**src/rtl/pipe_ctrl_pkg.sv**
```systemverilog
// pipe_ctrl_pkg: shared state encoding and NOP instruction for the pipeline stall controller.
package pipe_ctrl_pkg;
  typedef enum logic [1:0] {RUN = 2'd0, DWAIT = 2'd1, ERR = 2'd2} state_t;
  localparam logic [31:0] NOP = 32'h0000_0013;
endpackage

```
**src/rtl/pipe_wait_watchdog.sv**
```systemverilog
// pipe_wait_watchdog: counts consecutive memory-wait cycles and raises a sticky error at the timeout.
module pipe_wait_watchdog #(
  parameter int WAIT_TIMEOUT = 255,
  parameter int CNT_W        = 8
) (
  input  logic clk,
  input  logic rst_n,
  input  logic wait_cyc,
  output logic timeout,
  output logic err
);
  logic [CNT_W-1:0] cnt;
  // Fires in the wait cycle that brings the count up to WAIT_TIMEOUT.
  assign timeout = wait_cyc && cnt == CNT_W'(WAIT_TIMEOUT - 1);
  always_ff @(posedge clk or negedge rst_n)
    if (!rst_n) begin
      cnt <= '0;
      err <= 1'b0;
    end else begin
      cnt <= !wait_cyc ? '0 : &cnt ? cnt : cnt + 1'b1;
      err <= err | timeout;
    end
endmodule

```
**src/rtl/pipeline_stall_controller.sv**
```systemverilog
// pipeline_stall_controller: merges data/fetch waits, EX redirect and load-use into pipeline enables/flushes.
// Optional performance counters are built when PIPE_PERF_CNT_EN is defined.
import pipe_ctrl_pkg::*;
module pipeline_stall_controller #(
  parameter int WAIT_TIMEOUT = 255,
  parameter int CNT_W        = 8,
  parameter int PERF_W       = 32
) (
  input  logic clk,
  input  logic rst_n,
  input  logic ldUseHzd,
  input  logic exRedirect,
  input  logic imemReady,
  input  logic dmemReq,
  input  logic dmemReady,
  output logic PcWrite,
  output logic PcSel,
  output logic IfIdWrite,
  output logic IfIdFlush,
  output logic IdExSel,
  output logic ExMemWrite,
  output logic MemWbWrite,
  output logic stallErr
`ifdef PIPE_PERF_CNT_EN
  ,
  output logic [PERF_W-1:0] perfStallCyc,
  output logic [PERF_W-1:0] perfFlushCnt
`endif
);
  state_t state, state_nx;
  logic data_wait, fetch_wait, freeze, timeout;
  assign data_wait  = dmemReq && !dmemReady;
  assign fetch_wait = !imemReady && !exRedirect && !ldUseHzd;
  assign freeze     = state == ERR || data_wait;
  pipe_wait_watchdog #(.WAIT_TIMEOUT(WAIT_TIMEOUT), .CNT_W(CNT_W)) u_wdog (
    .clk     (clk),
    .rst_n   (rst_n),
    .wait_cyc(state != ERR && (data_wait || fetch_wait)),
    .timeout (timeout),
    .err     (stallErr)
  );
  always_ff @(posedge clk or negedge rst_n)
    if (!rst_n) state <= RUN;
    else state <= state_nx;
  always_comb
    state_nx = (state == ERR || timeout) ? ERR : data_wait ? DWAIT : RUN;
  // The cycle dmemReady returns behaves as RUN, so a redirect held through the freeze lands then.
  always_comb begin
    PcWrite    = !freeze && (exRedirect || (!ldUseHzd && imemReady));
    PcSel      = !freeze && exRedirect;
    IfIdWrite  = !freeze && (exRedirect || !ldUseHzd);
    IfIdFlush  = !freeze && (exRedirect || (!ldUseHzd && !imemReady));
    IdExSel    = !freeze && (exRedirect || ldUseHzd);
    ExMemWrite = !freeze;
    MemWbWrite = !freeze;
  end
`ifdef PIPE_PERF_CNT_EN
  always_ff @(posedge clk or negedge rst_n)
    if (!rst_n) begin
      perfStallCyc <= '0;
      perfFlushCnt <= '0;
    end else if (state != ERR) begin
      perfStallCyc <= perfStallCyc + PERF_W'(!PcWrite);
      perfFlushCnt <= perfFlushCnt + PERF_W'(PcSel);
    end
`else
  logic unused_perf;
  assign unused_perf = |PERF_W;
`endif
endmodule

```
**config.mk**
```make
export PLATFORM = sky130hd
export DESIGN_NAME = pipeline_stall_controller
export DESIGN_NICKNAME = d
export VERILOG_FILES = /design/src/rtl/pipe_ctrl_pkg.sv /design/src/rtl/pipe_wait_watchdog.sv /design/src/rtl/pipeline_stall_controller.sv
export SDC_FILE = /design/constraint.sdc
export NUM_CORES = 1
export LEC_CHECK = 0
export CAP_MARGIN = 20
export CORE_AREA = 3 3 47 49
export CTS_BUF_LIST = sky130_fd_sc_hd__clkbuf_8
export DETAILED_ROUTE_END_ITERATION = 16
export DIE_AREA = 0 0 50 52
export GPL_ROUTABILITY_DRIVEN = 0
export HOLD_SLACK_MARGIN = 0.08
export RECOVER_POWER = 25
export SKIP_LAST_GASP = 1
export SYNTH_ARGS = -nofsm -noshare
export SYNTH_HDL_FRONTEND = slang
export SYNTH_HIERARCHICAL = 1
export SYNTH_SLANG_ARGS = --single-unit
```
**constraint.sdc**
```tcl
create_clock -name clk -period 1.6 [get_ports clk]
set_clock_uncertainty 0.2 [all_clocks]
set_input_delay 0.24 -clock clk [delete_from_list [all_inputs] [get_ports clk]]
set_output_delay 0.24 -clock clk [all_outputs]
set_load 0.05 [all_outputs]
```
* Word-level counts from Yosys, hierarchy flattened
Index checks and enable logic that the tools add are counted.
** Storage, ports and cells
- Register bits after elaboration :: 11
- Input bits :: 7
- Word-level logic and storage cells :: 38
** Operators by class
- $add $sub $neg :: 1
- Equal/unequal tests :: 4
- Multiplexer cells :: 4
- Bitwise logic cells :: 1
- Reductions and logical operators :: 25
** Operators with widths (number)
- 8-bit 2-to-1 mux :: 2
- 1-bit logical AND :: 12
- 8-bit by 1-bit adder with 8-bit output (second input constant) :: 1
- 8-bit == test (second input constant) :: 1
- 8-bit AND reduction :: 1
- 1-bit logical OR :: 7
- 1-bit zero test :: 5
- 2-bit != test (second input constant) :: 2
- 2-bit == test (second input constant) :: 1
- 2-bit 2-to-1 mux :: 1
- 1-bit 2-to-1 mux :: 1
- 1-bit OR :: 1

* Depth between registers and ports, before layout
- Depth in word-level cells :: 8
- Mapped depth :: 7
- Depth with buffers taken out :: 5

* Cells and area by module
Netlist, hierarchy kept.
** By module, submodules not included
- pipe_wait_watchdog :: times used 1, cells an instance 48, area an instance 493.0 µm²
- pipeline_stall_controller :: times used 1, cells an instance 21, area an instance 175.2 µm²

* Least setup slack after synthesis
OpenSTA, ideal clock, no wires.
- Kind :: register -> output
- Start :: reg state[1]
- End :: out IfIdWrite
- Arrival time :: 1.783 ns
- Required time :: 1.160 ns
- Path slack :: -0.623 ns
- Cell stages (with the launch flop) :: 4
- Path buffers :: 1
- Cells stage by stage :: dfrtp_1 -> nor2b_1 -> buf_6 -> a211oi_1
** On the way
- Longest elaborated chain between the ends :: 4
** RTL lines
- from (decl) :: line pipeline_stall_controller.sv:30 : state_t state, state_nx;
- from (signal assigned) :: line pipeline_stall_controller.sv:44 : else state <= state_nx;
- 2-bit == test :: line pipeline_stall_controller.sv:34 : assign freeze = state == ERR || data_wait;
- 1-bit logical OR :: line pipeline_stall_controller.sv:34
- 1-bit zero test :: line pipeline_stall_controller.sv:51 : IfIdWrite = !freeze && (exRedirect || !ldUseHzd);
- 1-bit logical AND :: line pipeline_stall_controller.sv:51
- to (decl) :: line pipeline_stall_controller.sv:18 : output logic IfIdWrite,
Every way passes these cells.

* Worst setup path after layout
Same ends and word-level chain as after synthesis.

==> metrics.md <==
| Metric | Value |
|---|---|
| Depth of the worst register-to-register path | 4 |
| Aggregate global routing overflow | 0 |
| Element type at the critical path start | flip-flop |
| Result of the run | complete, but fails checks |
| Critical register-to-register path endpoint | u_wdog/cnt[5] |
| Power per standard cell area | 718 nW/um^2 |
| Initial drt markers | 6 |
| Layout-stage area growth over the synthesis result | 52.8% |
| Final setup margin | -0.0649 ns |
| Initial DRT Pass Iterations | 4 |
| Sequential cell area fraction in the yosys report | 41.2% |
| Hold buffer count at cts | 0 |
| Min cycle time layout | 1.66 ns |
| Layout cell share with drive strength beyond 1 | 39.6% |
| Clock network fraction of total power | 37.3% |
| Die Y-Extent | 52 um |
| Achievable clock frequency | 601 MHz |
| Hold WC Path Type | input port to asynchronous set/reset pin |
| Final Hold Violating Endpoints | 0 |
| Series of cell instances along the critical path | nor2b_4 > buf_12 > a211oi_2 > buf_6 |
| Final Max Tran Viols | 0 |
| Synthesized netlist cell count | 69 |
| TritonCTS clock tree | yes |
| Final Net Count | 101 |
| Peak supply drop | 0.482 mV |
| Average footprint of a synthesized cell | 9.68 um^2 |
| Vias per cell | 5.21 |
| Initial antenna violation count | 0 |
| Launch instance of the worst register-to-register path | u_wdog/cnt[0] |
| Cell type with the largest total area after synthesis | dfrtp_1 |
| Placed inst area | 906 um^2 |
| Share of Yosys cell area claimed by the top area cell type | 41.2% |
| Stage delay of the slowest cell on the critical path | 0.36 ns |
| Skew-Pair Late Insertion Delay | 0.24 ns |
| Number of violations of the max-capacitance limit | 0 |
| Area enclosed by the die boundary | 2600 um^2 |
| Register cell area after layout | 275 um^2 |
| Max transition margin | 64.8% |
| Number of storage elements in the synthesis netlist | 11 |
| Kind of end point of the critical path | primary output |
| Measured slew at the worst slew-check pin | 0.527 ns |
| Data arrival time at the worst-slack endpoint | 1.22 ns |
| Largest cells by area after synthesis | dfrtp_1, a31oi_1, ha_1, a211oi_1, buf_6 |
| Detail-routed net length per standard cell | 13.0 um |
| Flop pwr share | 39.7% |
| Total via count after detailed routing | 615 |
| # diodes | 0 |
| Die W | 50 um |
| Commonest non-fill, non-tap cell in the layout | dfrtp_1 |
| Most frequent cells in the layout | dfrtp_1, buf_4, dlygate4sd2_1, buf_6 |
| GRT Overall Usage | 13.3% |
| Pre-CTS worst setup slack | -0.297 ns |
| Maximum number of buffers from clock root to sink | 2 |
| Inserted Clock Buffers | 3 |
| Clock transition at the registers of the reported paths | 0.05 ns |
| Final setup violation count | 6 |
| Worst setup slack for register-to-register paths | 0.07 ns |
| Required @ worst endpoint | 1.16 ns |
| Multi-input gate area in the final layout | 418 um^2 |
| Switching part of the total | 28.2% |
| Placeable core region | 1900 um^2 |
| Final routed wirelength across all metal layers | 1540 um |
| Clock tree root buffer cell | clkbuf_8 |
| CTS H-Tree Depth | 1 |
| Net count of the mapped netlist | 78 |
| Antenna-violating nets left | 0 |
| Layout filler cell count | 162 |
| CTS sink cnt | 11 |
| Yosys warnings | 6 |
| Placement row count | 16 |
| Internal power | 0.000526 W |
| Distinct cell type count of the synthesized netlist | 33 |
| Critical setup path kind | flip-flop to primary output |
| Maximum fanout along the worst path | 9 |
| Port buffer count | 14 |
| Final HPWL DP | 1110 um |
| Final cycle utilization of the critical path | 104% |
| Psw | 0.000207 W |
| Unrepaired setup endpoints after global routing | true |
| Boundary Pins | 15 |
| Slowest cell on the critical path | dfrtp_1 |
| Summed instance area of the synthesized netlist | 668 um^2 |
| Static leakage | 0.434 nW |
| Violations in the final reports | negative setup slack |
| First-pass GRT wire length | 2540 um |
| DRC errors left | 0 |
| Via count of the first global-routing pass | 563 |
| Pin count of the biggest net entering global routing | 12 |
| Part of the power in combinational logic | 23.0% |
| Final non-filler cell area | 1020 um^2 |
| Initial core utilization | 35.1% |
==> worst max path at each step <==
| stage | startpoint | to | slack, ns | cells after the start |
|---|---|---|---|---|
| after floorplan | state[1] | IfIdWrite | -0.15 | 3 |
| after global placement | exRedirect | u_wdog/cnt[2] | -0.26 | 6 |
| after detailed placement | exRedirect | u_wdog/cnt[4] | -0.30 | 6 |
| after CTS | state[0] | MemWbWrite | -0.08 | 3 |
| after global routing | state[1] | IdExSel | -0.12 | 4 |
| final | state[1] | IfIdWrite | -0.06 | 4 |
==> layer usage <==
| metal | vias to the layer above | global-route usage, % | part of all wire (%) |
|---|---|---|---|
| li1 | 298 | - | - |
| met1 | 298 | 16.6 | 45 |
| met2 | 14 | 18.9 | 48 |
| met3 | 5 | 5.44 | 4.9 |
| met4 | 0 | 8.29 | 2.0 |
| met5 | - | 0 | 0 |
==> final cells by class <==
cell class / count / area share [%]
Clock buffer: 3 / 4.04
Clock inverter: 1 / 0.368
Inverter: 3 / 1.10
Multi-Input combinational cell: 51 / 40.9
Sequential cell: 11 / 27.0
Tap cell: 27 / 3.31
Timing Repair Buffer: 22 / 23.3
==> synthesized netlist by cell type <==
cell and number:
a211oi_1 3, a211oi_2 1, a21oi_1 1, a21oi_2 1, a31oi_1 4, and3_1 1
and3_4 1, and4_1 1, buf_4 1, buf_6 2, clkbuf_1 1, dfrtp_1 11
ha_1 2, inv_1 3, mux2i_1 1, nand2_1 4, nand2b_1 3, nand3_1 3
nand4_1 3, nor2_1 3, nor2b_1 2, nor3_1 3, nor3b_1 1, nor3b_2 1
nor4b_1 1, o211a_1 1, o21ai_0 3, o21ai_1 1, o21bai_1 1, o311a_1 1
or2_0 1, or2_2 2, or3_4 1
==> power by group through the flow <==
stage	logic (W)	clock network [W]	registers, W
after floorplan	0.0000865	0	0.000294
after global placement	0.000147	0	0.000294
after detailed placement	0.000148	0	0.000294
after CTS	0.000162	0.000287	0.000290
after global routing	0.000178	0.000298	0.000291
final	0.000168	0.000273	0.000291
==> what timing repair did <==
action / 4_1_cts / 5_1_grt
endpoints found under the setup margin: 15 / 10
pin swaps: 4 / 3
gates resized for setup: 17 / 4
buffers inserted: 2 / 2
==> cells by family (layout without fill, tap and decap cells) <==
logic type	Yosys count	count (layout)	synth area share (%)
multiplexers	1	1	1.50
AO/OA/AOI/OAI	17	17	18.2
buffers and inverters	7	29	6.74
AND/OR/NAND/NOR	31	31	28.7
flip-flops	11	11	41.2
adder cells (fa/ha/maj)	2	2	3.74
==> sequential cells by signal, summed over array words and instances (netlist names) <==
signal	cells
state	2
u_wdog/cnt	8
u_wdog/err	1
==> per-stage QoR <==
step	power (W)	instances	util, %	setup TNS [ns]	hold WS (ns)
after global routing	0.000768	118	53.7	-0.587	0.249
after floorplan	0.000381	69	-	-0.575	-0.256
after global placement	0.000441	114	47.6	-3.58	0.320
after detailed placement	0.000442	114	47.6	-3.94	0.338
final	0.000733	118	53.7	-0.274	0.217
after CTS	0.000739	117	51.7	-0.418	0.158
==> critical path, delay by kind of cell, from the launching register on <==
family	cells	cell delay, ns
flip-flops	1	0.36
buffers and inverters	2	0.33
AO/OA/AOI/OAI	1	0.17
AND/OR/NAND/NOR	1	0.13
Power figures use the tool's default switching activity.
